### config.mk
export PLATFORM = sky130hd
export DESIGN_NAME = k12_fetch_flat
export DESIGN_NICKNAME = d
export VERILOG_FILES = /design/src/rtl/k12_fetch_if.sv /design/src/rtl/k12_fetch.sv /design/src/flat_wrapper.sv
export SDC_FILE = /design/constraint.sdc
export NUM_CORES = 1
export LEC_CHECK = 0
export ABC_AREA = 1
export BUFFER_PORTS_ARGS = -buffer_cell sky130_fd_sc_hd__buf_2
export CORE_ASPECT_RATIO = 1.25
export CORE_MARGIN = 5
export CORE_UTILIZATION = 43
export DETAILED_ROUTE_END_ITERATION = 12
export PLACE_DENSITY = 0.73
export RECOVER_POWER = 100
export SLEW_MARGIN = 20
export SYNTH_ARGS = -nofsm -noshare
export SYNTH_HDL_FRONTEND = slang
export SYNTH_SLANG_ARGS = --single-unit
### constraint.sdc
create_clock -name clk -period 3.75 [get_ports clk]
set_input_delay 1.125 -clock clk [delete_from_list [all_inputs] [get_ports clk]]
set_output_delay 1.125 -clock clk [all_outputs]
set_load 0.01 [all_outputs]
### src/rtl/k12_fetch_if.sv
// k12 fetch bus: byte memory port plus the instruction handshake
// and branch feedback shared with the execute stage.
interface k12_fetch_if #(
  parameter int PC_WIDTH = 16
);
  logic [PC_WIDTH-1:0] mem_addr;
  logic                mem_rd;
  logic [7:0]          mem_data;
  logic                mem_ack;
  logic [15:0]         inst;
  logic                inst_valid;
  logic                inst_ready;
  logic                cond;
  logic                branch_en;
  logic [PC_WIDTH-1:0] branch_target;
  logic [PC_WIDTH-1:0] pc;

  modport master (
    output mem_addr, mem_rd, inst,
    output inst_valid, pc,
    input  mem_data, mem_ack, inst_ready,
    input  cond, branch_en, branch_target
  );

  modport slave (
    input  mem_addr, mem_rd, inst,
    input  inst_valid, pc,
    output mem_data, mem_ack, inst_ready,
    output cond, branch_en, branch_target
  );
endinterface

### src/rtl/k12_fetch.sv
// k12 fetch stage: two big-endian byte reads per instruction,
// held until execute accepts it; taken branches load the PC.
module k12_fetch #(
  parameter int                  PC_WIDTH = 16,
  parameter logic [PC_WIDTH-1:0] RESET_PC = '0
) (
  input logic         clk,
  input logic         rst,
  k12_fetch_if.master fetch
);

  localparam logic [1:0] S_HI   = 2'd0;
  localparam logic [1:0] S_LO   = 2'd1;
  localparam logic [1:0] S_HOLD = 2'd2;

  logic [1:0]          r_state;
  logic [PC_WIDTH-1:0] r_pc;
  logic [15:0]         r_inst;
  logic                w_rd;
  logic                w_valid;
  logic                w_take;

  // Outputs come from state only; rst just masks them.
  assign w_rd    = (r_state == S_HI || r_state == S_LO) && !rst;
  assign w_valid = (r_state == S_HOLD) && !rst;
  assign w_take  = fetch.branch_en & fetch.cond;

  assign fetch.mem_addr   = r_pc;
  assign fetch.pc         = r_pc;
  assign fetch.mem_rd     = w_rd;
  assign fetch.inst       = r_inst;
  assign fetch.inst_valid = w_valid;

  always_ff @(posedge clk) begin
    if (rst) begin
      r_state <= S_HI;
      r_pc    <= RESET_PC;
      r_inst  <= 16'h0000;
    end else begin
      unique case (1'b1)
        r_state == S_HI: begin
          if (fetch.mem_ack) begin
            r_inst[15:8] <= fetch.mem_data;
            r_pc         <= r_pc + PC_WIDTH'(1);
            r_state      <= S_LO;
          end
        end
        r_state == S_LO: begin
          if (fetch.mem_ack) begin
            r_inst[7:0] <= fetch.mem_data;
            r_pc        <= r_pc + PC_WIDTH'(1);
            r_state     <= S_HOLD;
          end
        end
        r_state == S_HOLD: begin
          if (fetch.inst_ready) begin
            if (w_take) r_pc <= fetch.branch_target;
            r_state <= S_HI;
          end
        end
        default: r_state <= S_HI;
      endcase
    end
  end

endmodule

### src/flat_wrapper.sv
// flat-port wrapper written by rule: the top's interface ports become plain ports
module k12_fetch_flat 
#(
  parameter int                  PC_WIDTH = 16,
  parameter logic [PC_WIDTH-1:0] RESET_PC = '0
)
  (clk, rst, fetch_mem_addr, fetch_mem_rd, fetch_inst, fetch_inst_valid, fetch_pc, fetch_mem_data, fetch_mem_ack, fetch_inst_ready, fetch_cond, fetch_branch_en, fetch_branch_target);
  k12_fetch_if #(.PC_WIDTH(PC_WIDTH)) fetch_i ();
  input logic clk;
  input logic rst;
  output wire logic [$bits(fetch_i.mem_addr)-1:0] fetch_mem_addr;
  output wire logic [$bits(fetch_i.mem_rd)-1:0] fetch_mem_rd;
  output wire logic [$bits(fetch_i.inst)-1:0] fetch_inst;
  output wire logic [$bits(fetch_i.inst_valid)-1:0] fetch_inst_valid;
  output wire logic [$bits(fetch_i.pc)-1:0] fetch_pc;
  input wire logic [$bits(fetch_i.mem_data)-1:0] fetch_mem_data;
  input wire logic [$bits(fetch_i.mem_ack)-1:0] fetch_mem_ack;
  input wire logic [$bits(fetch_i.inst_ready)-1:0] fetch_inst_ready;
  input wire logic [$bits(fetch_i.cond)-1:0] fetch_cond;
  input wire logic [$bits(fetch_i.branch_en)-1:0] fetch_branch_en;
  input wire logic [$bits(fetch_i.branch_target)-1:0] fetch_branch_target;
  assign fetch_mem_addr = fetch_i.mem_addr;
  assign fetch_mem_rd = fetch_i.mem_rd;
  assign fetch_inst = fetch_i.inst;
  assign fetch_inst_valid = fetch_i.inst_valid;
  assign fetch_pc = fetch_i.pc;
  assign fetch_i.mem_data = fetch_mem_data;
  assign fetch_i.mem_ack = fetch_mem_ack;
  assign fetch_i.inst_ready = fetch_inst_ready;
  assign fetch_i.cond = fetch_cond;
  assign fetch_i.branch_en = fetch_branch_en;
  assign fetch_i.branch_target = fetch_branch_target;
  k12_fetch #(.PC_WIDTH(PC_WIDTH), .RESET_PC(RESET_PC)) u_core (.clk(clk), .rst(rst), .fetch(fetch_i));
endmodule
==> impl_metrics.prom, run 1 <==
# TYPE chip_impl_metric gauge
chip_impl_metric{name="grt_start_max_net_pins",unit=""} 22
chip_impl_metric{name="ys_async_sr_fraction",unit="%"} 0
chip_impl_metric{name="power_per_cell_area",unit="mW/mm²"} 364
chip_impl_metric{name="flow.area_growth_from_synthesis",unit="%"} 16.5
chip_impl_metric{name="setup_viol",unit=""} 0
chip_impl_metric{name="grt_pass1_vias",unit=""} 1825
chip_impl_metric{name="synth_edf_count",unit=""} 0
chip_impl_metric{name="synth_cell_types",unit=""} 29
chip_impl_metric{name="initial_utilization",unit="%"} 43.6
chip_impl_metric{name="clock_path_buffers",unit=""} 2
chip_impl_info{name="ys.flop_type",value="sky130_fd_sc_hd__dfxtp_1"} 1
chip_impl_metric{name="synthSimpleGateAreaFrac",unit="%"} 34.1
chip_impl_metric{name="synth_top_area_share",unit="%"} 35.9
chip_impl_info{name="yosys.area.top_type",value="sky130_fd_sc_hd__dfxtp_1"} 1
chip_impl_metric{name="fin_setup_tns",unit="ps"} 0
chip_impl_metric{name="swShare",unit="%"} 28.8
chip_impl_metric{name="floorplan.die.width",unit="µm"} 69.4
chip_impl_metric{name="number_of_buffers_inserted_by_hold_repair_at_cts",unit=""} 0
chip_impl_metric{name="switching_power",unit="µW"} 232
chip_impl_metric{name="path_clk_slew",unit="ps"} 70
chip_impl_metric{name="die_y",unit="µm"} 84.3
chip_impl_info{name="clock_tree_from_tritoncts",value="done"} 1
chip_impl_metric{name="ys_seq_area_share",unit="%"} 35.9
chip_impl_info{name="r2r-start",value="u_core.r_state[1]"} 1
chip_impl_metric{name="synth.cell_area",unit="mm²"} 0.00190
chip_impl_metric{name="post_synth_fa_ha_maj_area_fraction",unit="%"} 0.659
chip_impl_metric{name="critical_path_required",unit="ps"} 2620
chip_impl_metric{name="synth_seq_cells",unit=""} 34
chip_impl_info{name="worstHoldPathType",value="reg2reg"} 1
chip_impl_metric{name="worst_r2r_path_depth",unit=""} 6
chip_impl_metric{name="syn-mean-instance-area",unit="µm²"} 6.55
chip_impl_info{name="path_class",value="in2out"} 1
chip_impl_info{name="crit_path_end_kind",value="primary output"} 1
chip_impl_info{name="crit-reg2reg-capture",value="u_core.fetch.mem_addr[8]"} 1
chip_impl_info{name="crit_path_start",value="rst"} 1
chip_impl_metric{name="clock_latency",unit="ps"} 280
chip_impl_metric{name="worst_pin_slew",unit="ps"} 531
chip_impl_metric{name="dp_hpwl",unit="mm"} 3.75
chip_impl_metric{name="leakagePower",unit="nW"} 0.894
chip_impl_info{name="worst_setup_path_start_kind",value="input port"} 1
chip_impl_info{name="run_status",value="finished clean"} 1
chip_impl_metric{name="maxSlewHeadroom",unit="%"} 64.5
chip_impl_metric{name="seq_power_share",unit="%"} 49.5
chip_impl_metric{name="timing.final.hold_violations",unit=""} 0
chip_impl_metric{name="finClkSkew",unit="ps"} 6.98
chip_impl_metric{name="fp-row-count",unit=""} 27
chip_impl_metric{name="power.total",unit="µW"} 806
chip_impl_info{name="unrepaired_setup_endpoints_after_global_routing",value="false"} 1
chip_impl_metric{name="detail_route.iter0.violations",unit=""} 122
chip_impl_metric{name="synthesis.instances",unit=""} 290
chip_impl_metric{name="design.final.nets",unit=""} 382
chip_impl_metric{name="wirelength",unit="mm"} 4.91
chip_impl_metric{name="power.clock.fraction",unit="%"} 36.1
chip_impl_metric{name="globalplace.congestion",unit=""} 0.782
chip_impl_metric{name="mappedNetlistNets",unit=""} 321
chip_impl_info{name="critical_path.endpoint",value="fetch_inst_valid"} 1
chip_impl_metric{name="drive_gt1_share",unit="%"} 13.1
chip_impl_metric{name="ioPinCount",unit=""} 80
chip_impl_metric{name="initial_antenna_violation_count",unit=""} 0
chip_impl_metric{name="remaining_antenna_violation_count",unit=""} 0
chip_impl_info{name="ctsRootBufferMaster",value="sky130_fd_sc_hd__clkbuf_8"} 1
chip_impl_metric{name="fmaxAchievable",unit="MHz"} 352
chip_impl_metric{name="pwr-share-comb",unit="%"} 14.4
chip_impl_metric{name="layout_worst_path_cycle_share",unit="%"} 75.9
chip_impl_metric{name="synth.yosys.warnings",unit=""} 0
chip_impl_metric{name="route.detailed.drc",unit=""} 0
chip_impl_metric{name="global_route_wire_length_before_repair",unit="mm"} 8.09
chip_impl_metric{name="critPathArrivalTime",unit="ps"} 1720
chip_impl_metric{name="yosys.area_share.xor_xnor",unit="%"} 0.461
chip_impl_metric{name="finalCriticalPeriod",unit="ps"} 2840
chip_impl_metric{name="critical_path.max_fanout",unit=""} 11
chip_impl_metric{name="htree_levels",unit=""} 2
chip_impl_metric{name="cts_repair_resize_count",unit=""} 0
chip_impl_metric{name="drt_pre_antenna_iters",unit=""} 4
chip_impl_metric{name="post_drt_wl_per_cell",unit="µm"} 12.0
chip_impl_info{name="cells_taking_the_most_area_after_synthesis",value="sky130_fd_sc_hd__dfxtp_1 (36%), sky130_fd_sc_hd__nand2_1 (13%), sky130_fd_sc_hd__nor2_1 (9.1%)"} 1
chip_impl_metric{name="grt_total_usage",unit="%"} 16.3
chip_impl_metric{name="synth_compound_area_share",unit="%"} 14.7
chip_impl_info{name="dominant_combinational_cell_family_by_area_after_synthesis",value="simple AND/OR/NAND/NOR gates"} 1
chip_impl_metric{name="routed-via-count",unit=""} 1985
chip_impl_metric{name="maximum_capacitance_violations",unit=""} 0
chip_impl_metric{name="synth.mux.area_fraction",unit="%"} 0
chip_impl_metric{name="setup.reg_to_reg.worst_slack",unit="ps"} 1550
chip_impl_metric{name="cts-buffers-inserted",unit=""} 5
chip_impl_metric{name="io_buffers",unit=""} 79
chip_impl_metric{name="via_per_inst",unit=""} 4.84
chip_impl_metric{name="post_cts.repair.setup_buffers",unit=""} 0
chip_impl_metric{name="floorplan.die_area",unit="mm²"} 0.00585
chip_impl_metric{name="n_antenna_cell",unit=""} 0
chip_impl_metric{name="coreArea",unit="mm²"} 0.00436
chip_impl_metric{name="clock_sinks",unit=""} 34
chip_impl_metric{name="ir_drop",unit="mV"} 0.228
chip_impl_metric{name="grt-ovfl-total",unit=""} 0
chip_impl_metric{name="internal-power",unit="µW"} 573
chip_impl_metric{name="final_max_slew_viol_count",unit=""} 0
-- cells in the final DEF, fill, tap and decap left out, drive strengths merged, types with 3 or more instances in the layout --
cell type,netlist,layout
a21oi,25,25
nor2,50,50
dfxtp,34,34
nand2,69,69
inv,24,24
nor3,3,3
clkbuf,4,55
buf,22,31
nand3,24,24
o21ai,24,24
-- registers in the layout, summed over array words and instances (netlist names) --
name	count
u_core.r_state	2
u_core.fetch.inst	16
u_core.fetch.mem_addr	16
-- power by group through the flow --
stage / clock network (mW) / registers [mW] / logic (mW)
after floorplan: 0 / 0.411 / 0.0779
after global placement: 0 / 0.406 / 0.125
after detailed placement: 0 / 0.406 / 0.127
after CTS: 0.298 / 0.398 / 0.127
after global routing: 0.317 / 0.402 / 0.131
final: 0.291 / 0.399 / 0.116
-- metal layers --
layer,share of wire (%),track usage [%],up-vias,routed length (µm)
li1,-,-,1042,-
met1,43,19.6,877,2120
met5,0,0,-,0
met3,7.5,5.87,6,368
met2,49,28.2,60,2390
met4,0.77,3.02,0,38
-- metrics by stage --
step	hold slack, ps	std cells	util (%)	area, µm²	setup slack (ps)
2_1_floorplan	486	290	-	1900	892
3_3_place_gp	448	402	50.4	2190	1070
3_5_place_dp	450	402	50.4	2190	1040
4_1_cts	461	410	52.6	2290	914
5_1_grt	490	410	50.7	2210	686
6_report	460	410	50.7	2210	905
-- cell usage after synthesis, drive strengths merged, types with 3 or more instances --
master   n
a21oi   25
buf     22
clkbuf   4
dfxtp   34
inv     24
nand2   69
nand3   24
nor2    50
nor3     3
o21ai   24
-- worst min-delay path by stage --
stage                         start                    to  slack [ps]  cells past startpoint
3_5_place_dp   u_core.fetch.inst[4]  u_core.fetch.inst[4]         450                      2
6_report       u_core.fetch.inst[4]  u_core.fetch.inst[4]         460                      2
5_1_grt        u_core.fetch.inst[5]  u_core.fetch.inst[5]         490                      2
2_1_floorplan  u_core.fetch.inst[0]  u_core.fetch.inst[0]         490                      2
4_1_cts        u_core.fetch.inst[4]  u_core.fetch.inst[4]         460                      2
3_3_place_gp   u_core.fetch.inst[4]  u_core.fetch.inst[4]         450                      2
-- worst max-delay path, cell delays in order --
cell and delay, ps:
sky130_fd_sc_hd__clkbuf_1 340, sky130_fd_sc_hd__nor2_2 90, sky130_fd_sc_hd__buf_2 160
-- final cells by class --
class                      instances  area (µm²)
clock inverter                     2        16.3
timing repair buffer              80         342
tap                               58        72.6
clock buffer                       6        82.6
fill                             514        2150
multi-input combinational        206         927
inverter                          24        90.1
sequential                        34         681
-- logic make-up (layout without fill, tap and decap cells) --
group / Yosys count / in the layout
flops: 34 / 34
buf+inv: 50 / 112
compound gates: 53 / 53
simple gates: 151 / 151
fa+ha+maj: 1 / 1
xor+xnor: 1 / 1
(Power assumes the default switching activity.)
==> inputs of run 2 (changes only) <==
clock period = 2.7 ns   (was 3.75 ns; I/O delays follow)
==> run 2 against run 1 <==
  * Sequential power up 39%
  * Sequential cell count unchanged
  * Critical path type unchanged
  * Combinational power grew 39%
  * Largest power group unchanged
  * Core utilization rose by 0.37 points
  * First-iteration DRC count decreased by 20%
==> impl_metrics.prom, run 2 (synthesis gave the netlist of run 1 again) <==
# TYPE chip_impl_metric gauge
chip_impl_info{name="worstHoldPathType",value="reg2reg"} 1
chip_impl_metric{name="grt_start_max_net_pins",unit=""} 21
chip_impl_metric{name="setup_viol",unit=""} 0
chip_impl_metric{name="finalCriticalPeriod",unit="ps"} 2420
chip_impl_info{name="final_common_cell",value="sky130_fd_sc_hd__nand2_1"} 1
chip_impl_metric{name="route.detailed.drc",unit=""} 0
chip_impl_info{name="worst_setup_path_start_kind",value="input port"} 1
chip_impl_metric{name="flow.area_growth_from_synthesis",unit="%"} 17.3
chip_impl_info{name="path_class",value="in2out"} 1
chip_impl_metric{name="clock_latency",unit="ps"} 290
chip_impl_metric{name="floorplan.die_area",unit="mm²"} 0.00585
chip_impl_info{name="crit_path_end_kind",value="primary output"} 1
chip_impl_metric{name="timing.final.hold_violations",unit=""} 0
chip_impl_metric{name="remaining_antenna_violation_count",unit=""} 0
chip_impl_info{name="unrepaired_setup_endpoints_after_global_routing",value="false"} 1
chip_impl_metric{name="globalplace.congestion",unit=""} 0.812
chip_impl_metric{name="placed_cells",unit=""} 403
chip_impl_metric{name="critPathArrivalTime",unit="ps"} 1610
chip_impl_metric{name="clock_sinks",unit=""} 34
chip_impl_metric{name="initial_antenna_violation_count",unit=""} 0
chip_impl_metric{name="stdcell_count",unit=""} 411
chip_impl_metric{name="cts-buffers-inserted",unit=""} 5
chip_impl_metric{name="finClkSkew",unit="ps"} 11.9
chip_impl_metric{name="grt_pass1_vias",unit=""} 1900
chip_impl_metric{name="drive_gt1_share",unit="%"} 13.3
chip_impl_metric{name="io_buffers",unit=""} 79
chip_impl_metric{name="coreArea",unit="mm²"} 0.00436
chip_impl_info{name="final_cell_mix",value="sky130_fd_sc_hd__nand2_1 (69), sky130_fd_sc_hd__nor2_1 (49), sky130_fd_sc_hd__clkbuf_1 (49)"} 1
chip_impl_metric{name="critical_path.max_fanout",unit=""} 14
chip_impl_metric{name="dp_hpwl",unit="mm"} 3.77
chip_impl_metric{name="clock_path_buffers",unit=""} 2
chip_impl_metric{name="ioPinCount",unit=""} 80
chip_impl_metric{name="final_max_slew_viol_count",unit=""} 0
chip_impl_metric{name="via_per_inst",unit=""} 4.88
chip_impl_metric{name="leakagePower",unit="nW"} 0.902
chip_impl_metric{name="post_cts.repair.setup_buffers",unit=""} 0
chip_impl_metric{name="critical_path_required",unit="ps"} 1890
chip_impl_metric{name="power_per_cell_area",unit="mW/mm²"} 538
chip_impl_info{name="clock_tree_from_tritoncts",value="done"} 1
chip_impl_info{name="ctsRootBufferMaster",value="sky130_fd_sc_hd__clkbuf_8"} 1
chip_impl_info{name="run_status",value="finished clean"} 1
chip_impl_metric{name="ir_drop",unit="mV"} 0.353
chip_impl_metric{name="wirelength",unit="mm"} 5.06
chip_impl_metric{name="maxSlewHeadroom",unit="%"} 56.3
chip_impl_metric{name="maximum_capacitance_violations",unit=""} 0
chip_impl_metric{name="fp-row-count",unit=""} 27
chip_impl_metric{name="die_y",unit="µm"} 84.3
chip_impl_metric{name="cts_repair_resize_count",unit=""} 0
chip_impl_metric{name="htree_levels",unit=""} 2
chip_impl_metric{name="number_of_buffers_inserted_by_hold_repair_at_cts",unit=""} 0
chip_impl_metric{name="floorplan.die.width",unit="µm"} 69.4
chip_impl_metric{name="post_drt_wl_per_cell",unit="µm"} 12.3
chip_impl_metric{name="global_route_wire_length_before_repair",unit="mm"} 8.40
chip_impl_metric{name="fin_util",unit="%"} 51.1
chip_impl_metric{name="worst_pin_slew",unit="ps"} 656
chip_impl_metric{name="fin_setup_tns",unit="ps"} 0
chip_impl_metric{name="drt_pre_antenna_iters",unit=""} 4
chip_impl_metric{name="n_antenna_cell",unit=""} 0
chip_impl_metric{name="path_clk_slew",unit="ps"} 80
chip_impl_metric{name="layout_worst_path_cycle_share",unit="%"} 89.7
chip_impl_metric{name="fmaxAchievable",unit="MHz"} 413
chip_impl_metric{name="grt_total_usage",unit="%"} 17.2
chip_impl_metric{name="finalHoldWorstSlack",unit="ps"} 468
chip_impl_metric{name="routed-via-count",unit=""} 2005
chip_impl_metric{name="detail_route.iter0.violations",unit=""} 98
chip_impl_metric{name="initial_utilization",unit="%"} 43.6
chip_impl_metric{name="grt-ovfl-total",unit=""} 0
chip_impl_metric{name="design.final.nets",unit=""} 383
-- run 2: cell count changes in the layout (fill, tap and decap cells not counted) --
cell	before	now
sky130_fd_sc_hd__inv_6	1	0
sky130_fd_sc_hd__nor2_1	48	49
sky130_fd_sc_hd__bufinv_16	0	1
sky130_fd_sc_hd__inv_1	21	20
sky130_fd_sc_hd__o21ai_0	21	22
sky130_fd_sc_hd__o21ai_2	1	0
sky130_fd_sc_hd__clkinv_1	1	0
sky130_fd_sc_hd__inv_2	2	4
sky130_fd_sc_hd__clkbuf_8	6	5
sky130_fd_sc_hd__buf_4	1	2
sky130_fd_sc_hd__clkinvlp_4	1	2
sky130_fd_sc_hd__nor2_2	1	0
-- run 2: stage by stage --
stage / cell area (µm²) / setup slack [ps] / total power, mW
after floorplan: 1900 / 472 / 0.679
after global placement: 2200 / 612 / 0.739
after detailed placement: 2200 / 591 / 0.741
after CTS: 2320 / 386 / 1.22
after global routing: 2230 / 225 / 1.25
final: 2230 / 279 / 1.20
-- run 2: worst max-delay path, cell delays in order --
cell	delay [ps]
sky130_fd_sc_hd__clkbuf_1	490
sky130_fd_sc_hd__nor2_1	140
sky130_fd_sc_hd__buf_2	170
-- run 2: area by class of cell --
cell class	instances	area, µm²
Fill cell	483	2130
Multi-Input combinational cell	206	921
Sequential cell	34	681
Timing Repair Buffer	81	349
Inverter	24	90.1
Tap cell	58	72.6
Clock buffer	5	68.8
Clock inverter	3	45.0
-- run 2: path summary, 6_finish.rpt --
check                                           from                       end  slack, ps  depth (start not counted)
worst max register to register     u_core.r_state[0]  u_core.fetch.mem_addr[8]        660                          6
worst min-delay path            u_core.fetch.inst[4]      u_core.fetch.inst[4]        470                          2
worst min register to register  u_core.fetch.inst[4]      u_core.fetch.inst[4]        470                          2
worst max-delay path                             rst          fetch_inst_valid        280                          3
-- run 2: power by group --
part | switching, mW | internal (mW)
registers | 0.0263 | 0.528
logic | 0.102 | 0.0591
clock network | 0.208 | 0.275
-- run 2: per-layer routing --
| metal | track usage [%] | vias to the layer above | wire, µm |
|---|---|---|---|
| li1 | - | 1042 | - |
| met1 | 20.1 | 876 | 2220 |
| met2 | 29.0 | 79 | 2370 |
| met3 | 5.87 | 8 | 395 |
| met4 | 6.22 | 0 | 76 |
| met5 | 0 | - | 0 |
==> inputs of run 3 (changes only) <==
PLACE_DENSITY = 0.76   (was 0.73)
clock period = 1.96 ns   (was 2.7 ns; I/O delays follow)
==> run 3 against run 2 <==
  * Clock power increased by 9.3%
  * Worst setup slack got worse by 77 ps
  * Sequential cell count unchanged
  * Core utilization increased by 0.46 points
  * Die area unchanged
  * Non-clock buffer count increased by 6
  * Clock-buffer cell count increased by 2
  * Largest cell class unchanged
  * Largest power group unchanged
  * Highest routed layer unchanged
==> impl_metrics.prom, run 3 (synthesis gave the netlist of run 1 again) <==
# TYPE chip_impl_metric gauge
chip_impl_info{name="run_status",value="finished clean"} 1
chip_impl_metric{name="leakagePower",unit="nW"} 0.918
chip_impl_metric{name="worst_pin_slew",unit="ps"} 452
chip_impl_metric{name="design.final.nets",unit=""} 389
chip_impl_metric{name="grt_total_usage",unit="%"} 17.6
chip_impl_metric{name="detail_route.wirelength.met1",unit="mm"} 1.91
chip_impl_metric{name="maxSlewHeadroom",unit="%"} 69.8
chip_impl_info{name="ctsRootBufferMaster",value="sky130_fd_sc_hd__clkbuf_8"} 1
chip_impl_metric{name="setup_viol",unit=""} 0
chip_impl_metric{name="floorplan.die_area",unit="mm²"} 0.00585
chip_impl_metric{name="flow.area_growth_from_synthesis",unit="%"} 18.4
chip_impl_metric{name="grt_pass1_vias",unit=""} 1991
chip_impl_metric{name="layout_worst_path_cycle_share",unit="%"} 89.7
chip_impl_metric{name="routed-wl-met3",unit="µm"} 463
chip_impl_metric{name="n_antenna_cell",unit=""} 0
chip_impl_metric{name="multiInputGateArea",unit="µm²"} 930
chip_impl_metric{name="power_per_cell_area",unit="mW/mm²"} 677
chip_impl_metric{name="cts-buffers-inserted",unit=""} 5
chip_impl_metric{name="global_route_wire_length_before_repair",unit="mm"} 8.60
chip_impl_metric{name="clock_sinks",unit=""} 34
chip_impl_metric{name="routed-via-count",unit=""} 2006
chip_impl_metric{name="post_dp_cell_area",unit="mm²"} 0.00225
chip_impl_metric{name="postLayoutCellArea",unit="mm²"} 0.00225
chip_impl_metric{name="via_per_inst",unit=""} 4.81
chip_impl_metric{name="globalplace.congestion",unit=""} 0.803
chip_impl_metric{name="maximum_capacitance_violations",unit=""} 0
chip_impl_metric{name="finClkSkew",unit="ps"} 7.22
chip_impl_metric{name="coreArea",unit="mm²"} 0.00436
chip_impl_metric{name="post_drt_wl_per_cell",unit="µm"} 11.5
chip_impl_info{name="final_common_cell",value="sky130_fd_sc_hd__nand2_1"} 1
chip_impl_metric{name="post_cts.repair.setup_buffers",unit=""} 0
chip_impl_metric{name="detailroute.wirelength.met2",unit="mm"} 2.37
chip_impl_metric{name="seq_area",unit="µm²"} 681
chip_impl_metric{name="fp-row-count",unit=""} 27
chip_impl_metric{name="path_clk_slew",unit="ps"} 70
chip_impl_metric{name="power.total",unit="mW"} 1.52
chip_impl_info{name="unrepaired_setup_endpoints_after_global_routing",value="false"} 1
chip_impl_metric{name="initial_utilization",unit="%"} 43.6
chip_impl_metric{name="route.detailed.drc",unit=""} 0
chip_impl_metric{name="final_max_slew_viol_count",unit=""} 0
chip_impl_metric{name="ir_drop",unit="mV"} 0.484
chip_impl_info{name="worstHoldPathType",value="reg2reg"} 1
chip_impl_metric{name="critical_path.max_fanout",unit=""} 3
chip_impl_metric{name="detail_route.iter0.violations",unit=""} 94
chip_impl_metric{name="critical_path_required",unit="ps"} 1370
chip_impl_metric{name="placed_cells",unit=""} 409
chip_impl_info{name="clock_tree_from_tritoncts",value="done"} 1
chip_impl_metric{name="fillCellCount",unit=""} 487
chip_impl_info{name="crit_path_end_kind",value="primary output"} 1
chip_impl_metric{name="remaining_antenna_violation_count",unit=""} 0
chip_impl_info{name="final_cell_mix",value="sky130_fd_sc_hd__nand2_1 (69), sky130_fd_sc_hd__clkbuf_1 (53), sky130_fd_sc_hd__nor2_1 (47)"} 1
chip_impl_info{name="worst_setup_path_start_kind",value="flop"} 1
chip_impl_metric{name="drive_gt1_share",unit="%"} 14.2
chip_impl_metric{name="grt_start_max_net_pins",unit=""} 21
chip_impl_metric{name="die_y",unit="µm"} 84.3
chip_impl_metric{name="drt_pre_antenna_iters",unit=""} 4
chip_impl_metric{name="number_of_buffers_inserted_by_hold_repair_at_cts",unit=""} 0
chip_impl_metric{name="clock_path_buffers",unit=""} 2
chip_impl_metric{name="stdcell_count",unit=""} 417
chip_impl_metric{name="critPathArrivalTime",unit="ps"} 1170
chip_impl_info{name="path_class",value="reg2out"} 1
chip_impl_metric{name="fmaxAchievable",unit="MHz"} 569
chip_impl_metric{name="finalCriticalPeriod",unit="ps"} 1760
chip_impl_metric{name="io_buffers",unit=""} 79
chip_impl_metric{name="cts_repair_resize_count",unit=""} 0
chip_impl_metric{name="grt-ovfl-total",unit=""} 0
chip_impl_metric{name="floorplan.die.width",unit="µm"} 69.4
chip_impl_metric{name="clock_latency",unit="ps"} 290
chip_impl_metric{name="initial_antenna_violation_count",unit=""} 0
chip_impl_metric{name="htree_levels",unit=""} 2
chip_impl_metric{name="ioPinCount",unit=""} 80
chip_impl_metric{name="timing.final.hold_violations",unit=""} 0
chip_impl_metric{name="fin_setup_tns",unit="ps"} 0
chip_impl_info{name="topRoutingLayerUsed",value="met4"} 1
chip_impl_metric{name="fin_util",unit="%"} 51.6
chip_impl_metric{name="dp_hpwl",unit="mm"} 3.69
chip_impl_metric{name="wirelength",unit="mm"} 4.81
## run 3: worst paths after layout
| path | startpoint | slack (ps) | to | depth (start not counted) |
|---|---|---|---|---|
| setup / recovery | u_core.r_state[1] | 200 | fetch_inst_valid | 5 |
| hold / removal | u_core.fetch.inst[0] | 460 | u_core.fetch.inst[0] | 2 |
| setup reg to reg | u_core.r_state[1] | 370 | u_core.fetch.mem_addr[15] | 8 |
| hold reg to reg | u_core.fetch.inst[0] | 460 | u_core.fetch.inst[0] | 2 |
## run 3: metrics by stage
step | hold slack [ps] | worst slack, ps
after floorplan | 486 | 176
after global placement | 450 | 372
after detailed placement | 452 | 334
after CTS | 462 | 156
after global routing | 490 | 86.6
final | 463 | 202
## run 3: cell type report
| class | instances | share of cell area [%] |
|---|---|---|
| flip-flops and latches | 34 | 30.3 |
| inverters | 24 | 4.01 |
| well taps | 58 | 3.23 |
| multi-input cells | 206 | 41.4 |
| repair buffers | 87 | 17.0 |
| clock buffers | 7 | 3.84 |
| clock inverters | 1 | 0.223 |
## run 3: critical path, stage by stage (launching register included)
cell	delay (ps)
sky130_fd_sc_hd__dfxtp_1	370
sky130_fd_sc_hd__inv_2	60
sky130_fd_sc_hd__nor2_4	110
sky130_fd_sc_hd__inv_2	50
sky130_fd_sc_hd__nor2_2	110
sky130_fd_sc_hd__clkbuf_1	180
## run 3: power breakdown
part           internal [mW]  switching [mW]
sequential             0.727          0.0293
combinational         0.0887           0.148
clock                  0.283           0.245
## run 3: layer usage
layer	GRT usage, %	vias up
li1	-	1057
met1	19.5	867
met2	30.8	73
met3	6.95	9
met4	5.33	0
met5	0	-
